### config.mk
export PLATFORM = sky130hd
export DESIGN_NAME = apb_i2c_slave_flat
export DESIGN_NICKNAME = d
export VERILOG_FILES = /design/src/rtl/apb_i2c_slave_if.sv /design/src/rtl/apb_i2c_slave.sv /design/src/flat_wrapper.sv
export SDC_FILE = /design/constraint.sdc
export NUM_CORES = 1
export LEC_CHECK = 0
export CORE_ASPECT_RATIO = 1.2
export CORE_MARGIN = 1
export CORE_UTILIZATION = 48
export CTS_CLUSTER_SIZE = 28
export DETAILED_ROUTE_END_ITERATION = 12
export PLACE_DENSITY_LB_ADDON = 0.05
export RECOVER_POWER = 25
export SLEW_MARGIN = 10
export SYNTH_ARGS = -nofsm -noshare
export SYNTH_HDL_FRONTEND = slang
export SYNTH_SLANG_ARGS = --single-unit
### constraint.sdc
create_clock -name clk -period 1.95 [get_ports clk]
set_input_delay 0.195 -clock clk [delete_from_list [all_inputs] [get_ports clk]]
set_output_delay 0.195 -clock clk [all_outputs]
set_load 0.01 [all_outputs]
### src/rtl/apb_i2c_slave_if.sv
// APB-side bus bundle for the I2C control slave.
// Ports (all signals): sel, enable, write, addr, wdata (master -> slave);
// rdata, ready (slave -> master).
interface apb_i2c_slave_if #(
  parameter int unsigned ADDR_W = 8,
  parameter int unsigned DATA_W = 8
);
  logic [1:0]        sel;
  logic              enable;
  logic              write;
  logic [ADDR_W-1:0] addr;
  logic [DATA_W-1:0] wdata;
  logic [DATA_W-1:0] rdata;
  logic              ready;

  modport master (
    output sel, enable, write, addr, wdata,
    input  rdata, ready
  );

  modport slave (
    input  sel, enable, write, addr, wdata,
    output rdata, ready
  );
endinterface

### src/rtl/apb_i2c_slave.sv
// APB slave exposing the I2C master engine register file: CTRL, ADDR, a
// TX FIFO feeding the engine, an RX holding register and sticky status.
// Ports:
//   clk, reset        clock (rising edge), async active-low reset
//   bus               APB slave modport (sel/enable/write/addr/wdata in,
//                     rdata/ready out, both registered)
//   i2c_en, i2c_rw    CTRL[0], CTRL[1]
//   i2c_addr          7-bit target address
//   i2c_start         one-cycle start pulse
//   tx_data/tx_valid  FIFO head towards the engine, tx_ready pops it
//   rx_valid/rx_data  received byte strobe from the engine
//   busy, nack        engine status levels
module apb_i2c_slave #(
  parameter logic [1:0]  SEL_ID     = 2'b01,
  parameter int unsigned ADDR_W     = 8,
  parameter int unsigned DATA_W     = 8,
  parameter int unsigned FIFO_DEPTH = 4
) (
  input  logic              clk,
  input  logic              reset,
  apb_i2c_slave_if.slave    bus,
  output logic              i2c_en,
  output logic              i2c_rw,
  output logic [6:0]        i2c_addr,
  output logic              i2c_start,
  output logic [DATA_W-1:0] tx_data,
  output logic              tx_valid,
  input  logic              tx_ready,
  input  logic              rx_valid,
  input  logic [DATA_W-1:0] rx_data,
  input  logic              busy,
  input  logic              nack
);

  localparam int unsigned PTR_W = $clog2(FIFO_DEPTH);
  localparam int unsigned CNT_W = PTR_W + 1;

  localparam logic [ADDR_W-1:0] A_CTRL   = ADDR_W'(8'h00);
  localparam logic [ADDR_W-1:0] A_ADDR   = ADDR_W'(8'h01);
  localparam logic [ADDR_W-1:0] A_TXDATA = ADDR_W'(8'h02);
  localparam logic [ADDR_W-1:0] A_RXDATA = ADDR_W'(8'h03);
  localparam logic [ADDR_W-1:0] A_STATUS = ADDR_W'(8'h04);
  localparam logic [ADDR_W-1:0] A_CMD    = ADDR_W'(8'h05);

  typedef enum logic [1:0] {
    ST_IDLE = 2'd0,
    ST_WAIT = 2'd1,
    ST_ACK  = 2'd2
  } state_t;

  state_t state_q, state_d;
  logic   commit;

  logic              ready_q;
  logic [DATA_W-1:0] rdata_q;
  logic              ctrl_en_q, ctrl_rw_q;
  logic [6:0]        i2c_addr_q;
  logic              i2c_start_q;

  logic [FIFO_DEPTH-1:0][DATA_W-1:0] mem_q;
  logic [PTR_W-1:0]  wr_ptr_q, rd_ptr_q, wr_ptr_d, rd_ptr_d;
  logic [CNT_W-1:0]  count_q, count_d;
  logic [DATA_W-1:0] tx_data_q, head_d;
  logic              tx_valid_q;

  logic [DATA_W-1:0] rx_hold_q;
  logic              rx_full_q, rx_full_d;
  logic              tx_ovf_q, tx_ovf_d;
  logic              rx_ovr_q, rx_ovr_d;

  logic              sel_hit, wr_commit, rd_commit;
  logic              push, pop, push_ok, tx_full, tx_empty;
  logic              status_wr, rx_read;
  logic [DATA_W-1:0] rd_mux;

  assign sel_hit = (bus.sel == SEL_ID);

  // APB next-state; commit marks the access edge of an accepted transfer
  always_comb begin
    state_d = state_q;
    commit  = 1'b0;
    case (state_q)
      ST_IDLE: if (sel_hit && !bus.enable) state_d = ST_WAIT;
      ST_WAIT: begin
        if (sel_hit && bus.enable) begin
          state_d = ST_ACK;
          commit  = 1'b1;
        end else begin
          state_d = ST_IDLE;
        end
      end
      ST_ACK:  state_d = ST_IDLE;
      default: state_d = ST_IDLE;
    endcase
  end

  assign wr_commit = commit & bus.write;
  assign rd_commit = commit & ~bus.write;
  assign status_wr = wr_commit && (bus.addr == A_STATUS);
  assign rx_read   = rd_commit && (bus.addr == A_RXDATA);

  assign tx_empty = (count_q == '0);
  assign tx_full  = (count_q == CNT_W'(FIFO_DEPTH));
  assign push     = wr_commit && (bus.addr == A_TXDATA);
  assign pop      = tx_valid_q & tx_ready;
  // A push into a full FIFO survives only if the head leaves in the same cycle
  assign push_ok  = push && (!tx_full || pop);

  // FIFO bookkeeping and the next head so tx_data can be a register
  always_comb begin
    wr_ptr_d = wr_ptr_q;
    rd_ptr_d = rd_ptr_q;
    count_d  = count_q;
    if (push_ok) wr_ptr_d = wr_ptr_q + PTR_W'(1);
    if (pop)     rd_ptr_d = rd_ptr_q + PTR_W'(1);
    if (push_ok && !pop)      count_d = count_q + CNT_W'(1);
    else if (!push_ok && pop) count_d = count_q - CNT_W'(1);
    // The byte being written this cycle becomes the head when it lands at rd_ptr_d
    if (push_ok && (wr_ptr_q == rd_ptr_d)) head_d = bus.wdata;
    else                                   head_d = mem_q[rd_ptr_d];
  end

  // Sticky flags: a same-cycle set beats write-1-clear
  always_comb begin
    tx_ovf_d  = tx_ovf_q;
    rx_ovr_d  = rx_ovr_q;
    rx_full_d = rx_full_q;
    if (status_wr && bus.wdata[5]) tx_ovf_d = 1'b0;
    if (push && !push_ok)          tx_ovf_d = 1'b1;
    if (status_wr && bus.wdata[6]) rx_ovr_d = 1'b0;
    if (rx_valid && rx_full_q)     rx_ovr_d = 1'b1;
    if (rx_read)                   rx_full_d = 1'b0;
    if (rx_valid)                  rx_full_d = 1'b1;
  end

  // Read data selection; unmapped and write-only addresses read 0
  always_comb begin
    rd_mux = '0;
    case (bus.addr)
      A_CTRL:   rd_mux = DATA_W'({ctrl_rw_q, ctrl_en_q});
      A_ADDR:   rd_mux = DATA_W'(i2c_addr_q);
      A_RXDATA: rd_mux = rx_hold_q;
      A_STATUS: rd_mux = DATA_W'({rx_ovr_q, tx_ovf_q, nack, busy,
                                  rx_full_q, tx_full, tx_empty});
      default:  rd_mux = '0;
    endcase
  end

  // FSM state and APB response registers
  always_ff @(posedge clk or negedge reset) begin
    if (!reset) begin
      state_q <= ST_IDLE;
      ready_q <= 1'b0;
      rdata_q <= '0;
    end else begin
      state_q <= state_d;
      ready_q <= (state_d == ST_ACK);
      if (rd_commit) rdata_q <= rd_mux;
    end
  end

  // Control registers and start pulse
  always_ff @(posedge clk or negedge reset) begin
    if (!reset) begin
      ctrl_en_q   <= 1'b0;
      ctrl_rw_q   <= 1'b0;
      i2c_addr_q  <= '0;
      i2c_start_q <= 1'b0;
    end else begin
      if (wr_commit && (bus.addr == A_CTRL)) begin
        ctrl_en_q <= bus.wdata[0];
        ctrl_rw_q <= bus.wdata[1];
      end
      if (wr_commit && (bus.addr == A_ADDR)) i2c_addr_q <= bus.wdata[6:0];
      i2c_start_q <= wr_commit && (bus.addr == A_CMD) && bus.wdata[0] && ctrl_en_q;
    end
  end

  // TX FIFO storage and registered head
  always_ff @(posedge clk or negedge reset) begin
    if (!reset) begin
      mem_q      <= '0;
      wr_ptr_q   <= '0;
      rd_ptr_q   <= '0;
      count_q    <= '0;
      tx_data_q  <= '0;
      tx_valid_q <= 1'b0;
    end else begin
      if (push_ok) mem_q[wr_ptr_q] <= bus.wdata;
      wr_ptr_q   <= wr_ptr_d;
      rd_ptr_q   <= rd_ptr_d;
      count_q    <= count_d;
      tx_data_q  <= head_d;
      tx_valid_q <= (count_d != '0);
    end
  end

  // RX holding register and status flags
  always_ff @(posedge clk or negedge reset) begin
    if (!reset) begin
      rx_hold_q <= '0;
      rx_full_q <= 1'b0;
      tx_ovf_q  <= 1'b0;
      rx_ovr_q  <= 1'b0;
    end else begin
      if (rx_valid) rx_hold_q <= rx_data;
      rx_full_q <= rx_full_d;
      tx_ovf_q  <= tx_ovf_d;
      rx_ovr_q  <= rx_ovr_d;
    end
  end

  assign bus.rdata = rdata_q;
  assign bus.ready = ready_q;
  assign i2c_en    = ctrl_en_q;
  assign i2c_rw    = ctrl_rw_q;
  assign i2c_addr  = i2c_addr_q;
  assign i2c_start = i2c_start_q;
  assign tx_data   = tx_data_q;
  assign tx_valid  = tx_valid_q;

endmodule

### src/flat_wrapper.sv
// flat-port wrapper written by rule: the top's interface ports become plain ports
module apb_i2c_slave_flat 
#(
  parameter logic [1:0]  SEL_ID     = 2'b01,
  parameter int unsigned ADDR_W     = 8,
  parameter int unsigned DATA_W     = 8,
  parameter int unsigned FIFO_DEPTH = 4
)
  (clk, reset, i2c_en, i2c_rw, i2c_addr, i2c_start, tx_data, tx_valid, tx_ready, rx_valid, rx_data, busy, nack, bus_sel, bus_enable, bus_write, bus_addr, bus_wdata, bus_rdata, bus_ready);
  apb_i2c_slave_if #(.ADDR_W(ADDR_W), .DATA_W(DATA_W)) bus_i ();
  input  logic clk;
  input  logic reset;
  output logic i2c_en;
  output logic i2c_rw;
  output logic [6:0] i2c_addr;
  output logic i2c_start;
  output logic [DATA_W-1:0] tx_data;
  output logic tx_valid;
  input  logic tx_ready;
  input  logic rx_valid;
  input  logic [DATA_W-1:0] rx_data;
  input  logic busy;
  input  logic nack;
  input wire logic [$bits(bus_i.sel)-1:0] bus_sel;
  input wire logic [$bits(bus_i.enable)-1:0] bus_enable;
  input wire logic [$bits(bus_i.write)-1:0] bus_write;
  input wire logic [$bits(bus_i.addr)-1:0] bus_addr;
  input wire logic [$bits(bus_i.wdata)-1:0] bus_wdata;
  output wire logic [$bits(bus_i.rdata)-1:0] bus_rdata;
  output wire logic [$bits(bus_i.ready)-1:0] bus_ready;
  assign bus_i.sel = bus_sel;
  assign bus_i.enable = bus_enable;
  assign bus_i.write = bus_write;
  assign bus_i.addr = bus_addr;
  assign bus_i.wdata = bus_wdata;
  assign bus_rdata = bus_i.rdata;
  assign bus_ready = bus_i.ready;
  apb_i2c_slave #(.SEL_ID(SEL_ID), .ADDR_W(ADDR_W), .DATA_W(DATA_W), .FIFO_DEPTH(FIFO_DEPTH)) u_core (.clk(clk), .reset(reset), .bus(bus_i), .i2c_en(i2c_en), .i2c_rw(i2c_rw), .i2c_addr(i2c_addr), .i2c_start(i2c_start), .tx_data(tx_data), .tx_valid(tx_valid), .tx_ready(tx_ready), .rx_valid(rx_valid), .rx_data(rx_data), .busy(busy), .nack(nack));
endmodule
==> results of run 1 <==
[registers in the layout (all words and copies together) (netlist names), 2 cells and up]
signal,cells
u_core.mem_q,32
u_core.bus.rdata,8
u_core.rx_hold_q,8
u_core.tx_data,8
u_core.i2c_addr,7
u_core.count_q,3
u_core.rd_ptr_q,2
u_core.state_q,2
u_core.wr_ptr_q,2
[final timing paths]
kind / slack, ns / endpoint / cells past startpoint / startpoint
worst max-delay path: 0.05 / u_core.tx_data[0] / 5 / u_core.tx_valid
worst min-delay path: 0.46 / u_core.rx_hold_q[2] / 2 / rx_data[2]
worst max register to register: 0.05 / u_core.tx_data[0] / 5 / u_core.tx_valid
worst min register to register: 0.47 / u_core.state_q[0] / 1 / u_core.state_q[0]
max in group asynchronous: 0.31 / u_core.mem_q[10] / 3 / reset
min in group asynchronous: 0.55 / u_core.state_q[0] / 2 / reset
[cell families (layout without fill, tap and decap cells)]
group / count (synthesis) / in the layout / synth area share, %
DFF: 80 / 80 / 53.9
xor gates and xnor gates: 6 / 6 / 1.62
buffers and inverters: 14 / 116 / 1.55
and+or+nand+nor: 55 / 55 / 9.46
AOI/OAI and AO/OA: 33 / 33 / 7.41
adders and majority gates: 7 / 7 / 2.36
muxes: 68 / 68 / 23.7
[per-layer routing]
metal	part of all wire (%)	vias up	GRT usage, %	wire [um]
met5	0	-	0	0
met2	51	59	35.4	4030
met1	44	1264	25.8	3510
met4	0.87	0	6.75	69
met3	4.0	6	4.39	316
li1	-	1175	-	-
[cells in the final DEF, fill, tap and decap left out, types with 7 or more instances in the layout]
cell type                         count
sky130_fd_sc_hd__nor2_1               8
sky130_fd_sc_hd__clkdlybuf4s50_1     60
sky130_fd_sc_hd__mux2_2              59
sky130_fd_sc_hd__buf_4               29
sky130_fd_sc_hd__inv_1                7
sky130_fd_sc_hd__ha_1                 7
sky130_fd_sc_hd__a22o_1               8
sky130_fd_sc_hd__mux4_1               7
sky130_fd_sc_hd__dfrtp_1             80
sky130_fd_sc_hd__nand2_1             10
sky130_fd_sc_hd__clkbuf_8            10
[repair_timing]
item	in CTS	in global routing
pin swaps	1	1
gates cloned	0	1
setup buffers	1	0
resized for setup	0	3
endpoints found under the hold margin	39	0
endpoints found under the setup margin	8	15
hold buffers	1	0
[layout make-up]
cell class,instances,area (um^2),area share [%]
clock buffer,10,138,2.81
clock inverter,5,56.3,1.15
inverter,7,26.3,0.537
multi-input combinational,169,1680,34.2
sequential,80,2000,40.9
tap,90,113,2.30
timing repair buffer,94,886,18.1
[power groups by stage]
| stage | registers [uW] | logic [uW] | clock network, uW |
|---|---|---|---|
| finish | 1800 | 1080 | 1210 |
| global route | 1810 | 1160 | 1300 |
| CTS | 1800 | 1000 | 1240 |
| detailed placement | 1840 | 929 | 0 |
| global placement | 1830 | 909 | 0 |
| floorplan | 1830 | 507 | 0 |
[synthesized netlist by cell type, types with 3 or more instances]
cell	count
sky130_fd_sc_hd__clkbuf_1	4
sky130_fd_sc_hd__mux4_1	7
sky130_fd_sc_hd__a22o_1	8
sky130_fd_sc_hd__o2bb2ai_1	6
sky130_fd_sc_hd__nand3_1	6
sky130_fd_sc_hd__nor2_1	8
sky130_fd_sc_hd__xnor2_1	4
sky130_fd_sc_hd__and3_1	6
sky130_fd_sc_hd__nand2_2	4
sky130_fd_sc_hd__o21ai_0	5
sky130_fd_sc_hd__dfrtp_1	80
sky130_fd_sc_hd__nand2_1	10
sky130_fd_sc_hd__inv_1	7
sky130_fd_sc_hd__a22oi_1	6
sky130_fd_sc_hd__nor2b_1	3
sky130_fd_sc_hd__nand2b_1	3
sky130_fd_sc_hd__mux2_2	59
sky130_fd_sc_hd__ha_1	7
[through the flow]
| step | setup WS [ns] | utilization [%] | hold slack, ns | setup TNS (ns) |
|---|---|---|---|---|
| after floorplan | 0.00881 | - | -0.101 | 0 |
| after global placement | -0.304 | 63.2 | 0.205 | -9.74 |
| after global routing | -0.00558 | 66.5 | 0.455 | -0.00849 |
| after detailed placement | -0.359 | 63.2 | 0.208 | -10.20 |
| after CTS | 0.0393 | 66.3 | 0.376 | 0 |
| final | 0.0550 | 66.5 | 0.464 | 0 |
[worst max-delay path: stages, from the launching register on]
cell,delay (ns)
sky130_fd_sc_hd__dfrtp_1,0.39
sky130_fd_sc_hd__and2_4,0.18
sky130_fd_sc_hd__xnor2_4,0.20
sky130_fd_sc_hd__buf_12,0.16
sky130_fd_sc_hd__mux4_1,0.55
sky130_fd_sc_hd__mux2_2,0.29
==> impl_metrics.tcl, run 1 <==
set metrics [dict create \
    cp_data_arrival_time_ns 2.12 \
    final.min_clock_period_ns 1.90 \
    seq_power_share_pct 44.1 \
    crit_share_post_route_pct 97.2 \
    ctsHtreeMaxLevel 3 \
    ys_seq_area_share_pct 53.9 \
    worst_endpoint_required_time_ns 2.17 \
    vias 2504 \
    hpwl_um 5660 \
    place.port_buffers 61 \
    place.detailed.instances 437 \
    clock_tree.root_cell "sky130_fd_sc_hd__clkbuf_8" \
    power.total_uw 4090 \
    detail_route.wl_per_cell_um 17.4 \
    grt_start_max_net_pins 42 \
    postPlaceCellArea_um2 4650 \
    post_drt_via_cell_ratio 5.50 \
    drc 0 \
    cts-buffers-inserted 9 \
    detail_route.first_pass.iterations 4 \
    net_switching_power_uw 1140 \
    filler_cell_count 550 \
    postSynthRegisterBits 80 \
    worst_setup_hold_path_clk_slew_ns 0.08 \
    finalHoldViolCount 0 \
    floorplan.core_area_um2 7360 \
    drt_wl_total_um 7920 \
    synthDistinctLibCells 46 \
    hp-class "primary input to register" \
    io_pins 62 \
    detail-route-antenna-nets 0 \
    design_area_um2 4900 \
    worst_clock_skew_ns 0.0104 \
    critPathLaunchType "register" \
    worst_pin_slew_ns 0.995 \
    pwr_density_cell_nw_per_um2 835 \
    first_global_vias 2569 \
    die_area_um2 8100 \
    antennaDiodeCount 0 \
    track_usage_pct 20.8 \
    timing.max_slew.rel_slack_pct 33.7 \
    clock_power_share_pct 29.5 \
    unrepaired_setup_endpoints_after_global_routing "yes" \
    tritoncts "done" \
    maxClockFrequency_mhz 528 \
    floorplan.initialDensity_pct 50.5 \
    synthFlopType "sky130_fd_sc_hd__dfrtp_1" \
    power.leakage_uw 0.00231 \
    die_y_um 98.4 \
    p_int_uw 2950 \
    cts-root-to-sink-buffers 2 \
    grt_remaining_overflow 0 \
    post_synth_edffs 0 \
    instances_no_fill 455 \
    synthesis.area_per_instance_um2 14.1 \
    p_sw_share_pct 27.9 \
    core.rowCount 34 \
    mappedNetlistArea_um2 3710 \
    synthTopCellsByArea "sky130_fd_sc_hd__dfrtp_1 (54%), sky130_fd_sc_hd__mux2_2 (18%), sky130_fd_sc_hd__mux4_1 (5.0%)" \
    number_of_design_rule_violations_left_by_the_first_detailed_router_iteration 71 \
    antenna_found_initial 0 \
    finalWeightedCongestion 0.793 \
    critical_path_class "register to register" \
    run_status "finished, final reports clean" \
    maxCapViolations 0 \
    worst_skew_pair.late_latency_ns 0.34 \
    timing.critical_path.to_type "register" \
    synth_largest_area_cell "sky130_fd_sc_hd__dfrtp_1" \
    finalSetupViolations 0 \
    finalMaxSlewViolations 0 \
    area_growth_pct 31.8 \
    drive_above_1_share_pct 33.4 \
    synthesis.instances 263 \
    combinationalPowerShare_pct 26.4 \
    cts.sink_count 80 \
    ys_async_rst_share_pct 100 \
    die_width_um 82.3 \
    yosysTopAreaCellShare_pct 53.9 \
    grt_first_pass_wirelength_um 12400 \
    ir_drop_mv 0.577 \
    synth_fp_nets 304 \
    synth_warnings 0 \
    finalNetCount 402 \
    worst_path_max_fanout 5 \
]
Power figures use the tool's default switching activity.
==> inputs of run 2 (changes only) <==
Settings changed: CORE_UTILIZATION 48 to 50, CTS_BUF_LIST set to sky130_fd_sc_hd__clkbuf_2.
==> run 2 against run 1 <==
Compared with the run above:
- critical path depth is 2 higher
- clock power decreased by 22%
- flip-flop and latch count did not move
- worst setup slack lost 0.0023 ns
- hold slack got worse by 0.21 ns
- sequential share of layout area grew 0.62 points
- combinational power about the same
- largest cell class unchanged
- highest routed layer unchanged
==> impl_metrics.tcl, run 2 (synthesis gave the netlist of run 1 again) <==
set metrics [dict create \
    detail_route.wl_per_cell_um 17.2 \
    net_switching_power_uw 1180 \
    seq_power_share_pct 47.7 \
    cts-buffers-inserted 9 \
    unrepaired_setup_endpoints_after_global_routing "yes" \
    filler_cell_count 552 \
    tns_ns 0 \
    leading_cell_types_in_the_layout_fill_and_taps_excluded "sky130_fd_sc_hd__dfrtp_1 (80), sky130_fd_sc_hd__clkdlybuf4s50_1 (60), sky130_fd_sc_hd__mux2_2 (59), sky130_fd_sc_hd__buf_4 (27)" \
    run_status "finished, final reports clean" \
    hp-class "primary input to register" \
    area_growth_pct 29.8 \
    p_int_uw 2620 \
    cts-root-to-sink-buffers 2 \
    mostFrequentLayoutCell "sky130_fd_sc_hd__dfrtp_1" \
    io_pins 62 \
    finalNetCount 400 \
    grt_first_pass_wirelength_um 11900 \
    power.leakage_uw 0.00229 \
    critPathLaunchType "register" \
    maxClockFrequency_mhz 527 \
    clock_tree.root_cell "sky130_fd_sc_hd__clkbuf_2" \
    cp_data_arrival_time_ns 2.31 \
    p_sw_share_pct 31.0 \
    finalSetupViolations 0 \
    timing.max_slew.rel_slack_pct 41.5 \
    antenna_found_initial 0 \
    finalHoldViolCount 0 \
    worst_setup_hold_path_clk_slew_ns 0.26 \
    grt_remaining_overflow 0 \
    worst_pin_slew_ns 0.877 \
    floorplan.core_area_um2 7230 \
    combinationalPowerShare_pct 27.6 \
    cts.sink_count 80 \
    floorplan.initialDensity_pct 51.4 \
    grt_start_max_net_pins 46 \
    first_global_vias 2436 \
    worst_clock_skew_ns 0.0355 \
    worst_path_max_fanout 8 \
    largest_register "u_core.mem_q" \
    largest_register_ffs 32 \
    pwr_density_cell_nw_per_um2 788 \
    post_drt_via_cell_ratio 5.52 \
    antennaDiodeCount 0 \
    worst_skew_pair.late_latency_ns 0.53 \
    die_y_um 96.4 \
    die_area_um2 7780 \
    place.port_buffers 61 \
    design_area_um2 4820 \
    power.total_uw 3800 \
    vias 2508 \
    die_width_um 80.7 \
    critical_path_class "register to register" \
    holdWs_ns 0.259 \
    maxCapViolations 0 \
    crit_share_post_route_pct 97.3 \
    final.min_clock_period_ns 1.90 \
    ir_drop_mv 0.675 \
    number_of_design_rule_violations_left_by_the_first_detailed_router_iteration 144 \
    postPlaceCellArea_um2 4640 \
    clock_power_share_pct 24.7 \
    drc 0 \
    place.detailed.instances 435 \
    timing.critical_path.to_type "register" \
    hpwl_um 5530 \
    drt_wl_total_um 7820 \
    worst_endpoint_required_time_ns 2.36 \
    detail-route-antenna-nets 0 \
    core.rowCount 34 \
    ctsHtreeMaxLevel 3 \
    tritoncts "done" \
    track_usage_pct 21.2 \
    finalWeightedCongestion 0.771 \
    instances_no_fill 454 \
    drive_above_1_share_pct 33.5 \
    detail_route.first_pass.iterations 4 \
    finalMaxSlewViolations 0 \
]
## run 2: cell types whose count changed in the layout (fill, tap and decap cells not counted), moves of 2 or more
| cell | delta |
|---|---|
| sky130_fd_sc_hd__clkbuf_8 | -10 |
| sky130_fd_sc_hd__buf_4 | -2 |
| sky130_fd_sc_hd__clkbuf_2 | +9 |
| sky130_fd_sc_hd__nand2_4 | +2 |
| sky130_fd_sc_hd__nand2_2 | -2 |
| sky130_fd_sc_hd__clkinv_2 | -2 |
## run 2: cell type report
class                      count  area, um^2  share of cell area, %
clock buffer                   9        45.0                  0.934
clock inverter                 7        77.6                   1.61
inverter                       7        26.3                  0.545
multi-input combinational    169        1690                   35.0
sequential                    80        2000                   41.5
tap                           90         113                   2.33
timing repair buffer          92         871                   18.1
## run 2: power groups by stage
stage / clock network, uW / logic, uW / registers [uW]
3_5_place_dp: 0 / 902 / 1840
3_3_place_gp: 0 / 880 / 1830
2_1_floorplan: 0 / 507 / 1830
6_report: 938 / 1050 / 1810
5_1_grt: 1040 / 1140 / 1820
4_1_cts: 961 / 974 / 1810
## run 2: repair_timing
action,4_1_cts,5_1_grt
buffers inserted,1,0
resized for setup,0,7
endpoints found under the setup margin,8,31
gates cloned,0,1
hold endpoints to repair,64,0
hold buffers,1,0
pin swaps,1,1
## run 2: path summary, 6_finish.rpt
check	startpoint	end	slack (ns)	depth (start not counted)
worst max-delay path	u_core.count_q[1]	u_core.mem_q[9]	0.05	7
worst min-delay path	rx_data[4]	u_core.rx_hold_q[4]	0.26	2
worst max register to register	u_core.count_q[1]	u_core.mem_q[9]	0.05	7
worst min register to register	u_core.state_q[0]	u_core.state_q[0]	0.52	1
max in group asynchronous	reset	u_core.bus.rdata[0]	0.47	3
min in group asynchronous	reset	u_core.bus.ready	0.27	2
## run 2: critical path: stages, from the launching register on
cell	delay [ns]
sky130_fd_sc_hd__dfrtp_1	0.46
sky130_fd_sc_hd__inv_1	0.12
sky130_fd_sc_hd__ha_1	0.20
sky130_fd_sc_hd__nand3_1	0.09
sky130_fd_sc_hd__nor2b_1	0.15
sky130_fd_sc_hd__buf_4	0.17
sky130_fd_sc_hd__nand2_2	0.23
sky130_fd_sc_hd__mux2_2	0.36
## run 2: routing by layer
layer  global-route usage, %  routed length [um]  vias to the layer above
met5                       0                   0                        -
met4                    8.93                 158                        0
met3                    3.47                 289                       16
met2                    36.6                3970                       64
met1                    26.4                3400                     1258
li1                        -                   -                     1170
## run 2: through the flow
step | util [%] | worst slack (ns)
3_3_place_gp | 64.1 | -0.319
5_1_grt | 66.7 | -0.0645
4_1_cts | 66.2 | 0.0374
2_1_floorplan | - | 0.00881
6_report | 66.7 | 0.0526
3_5_place_dp | 64.1 | -0.333
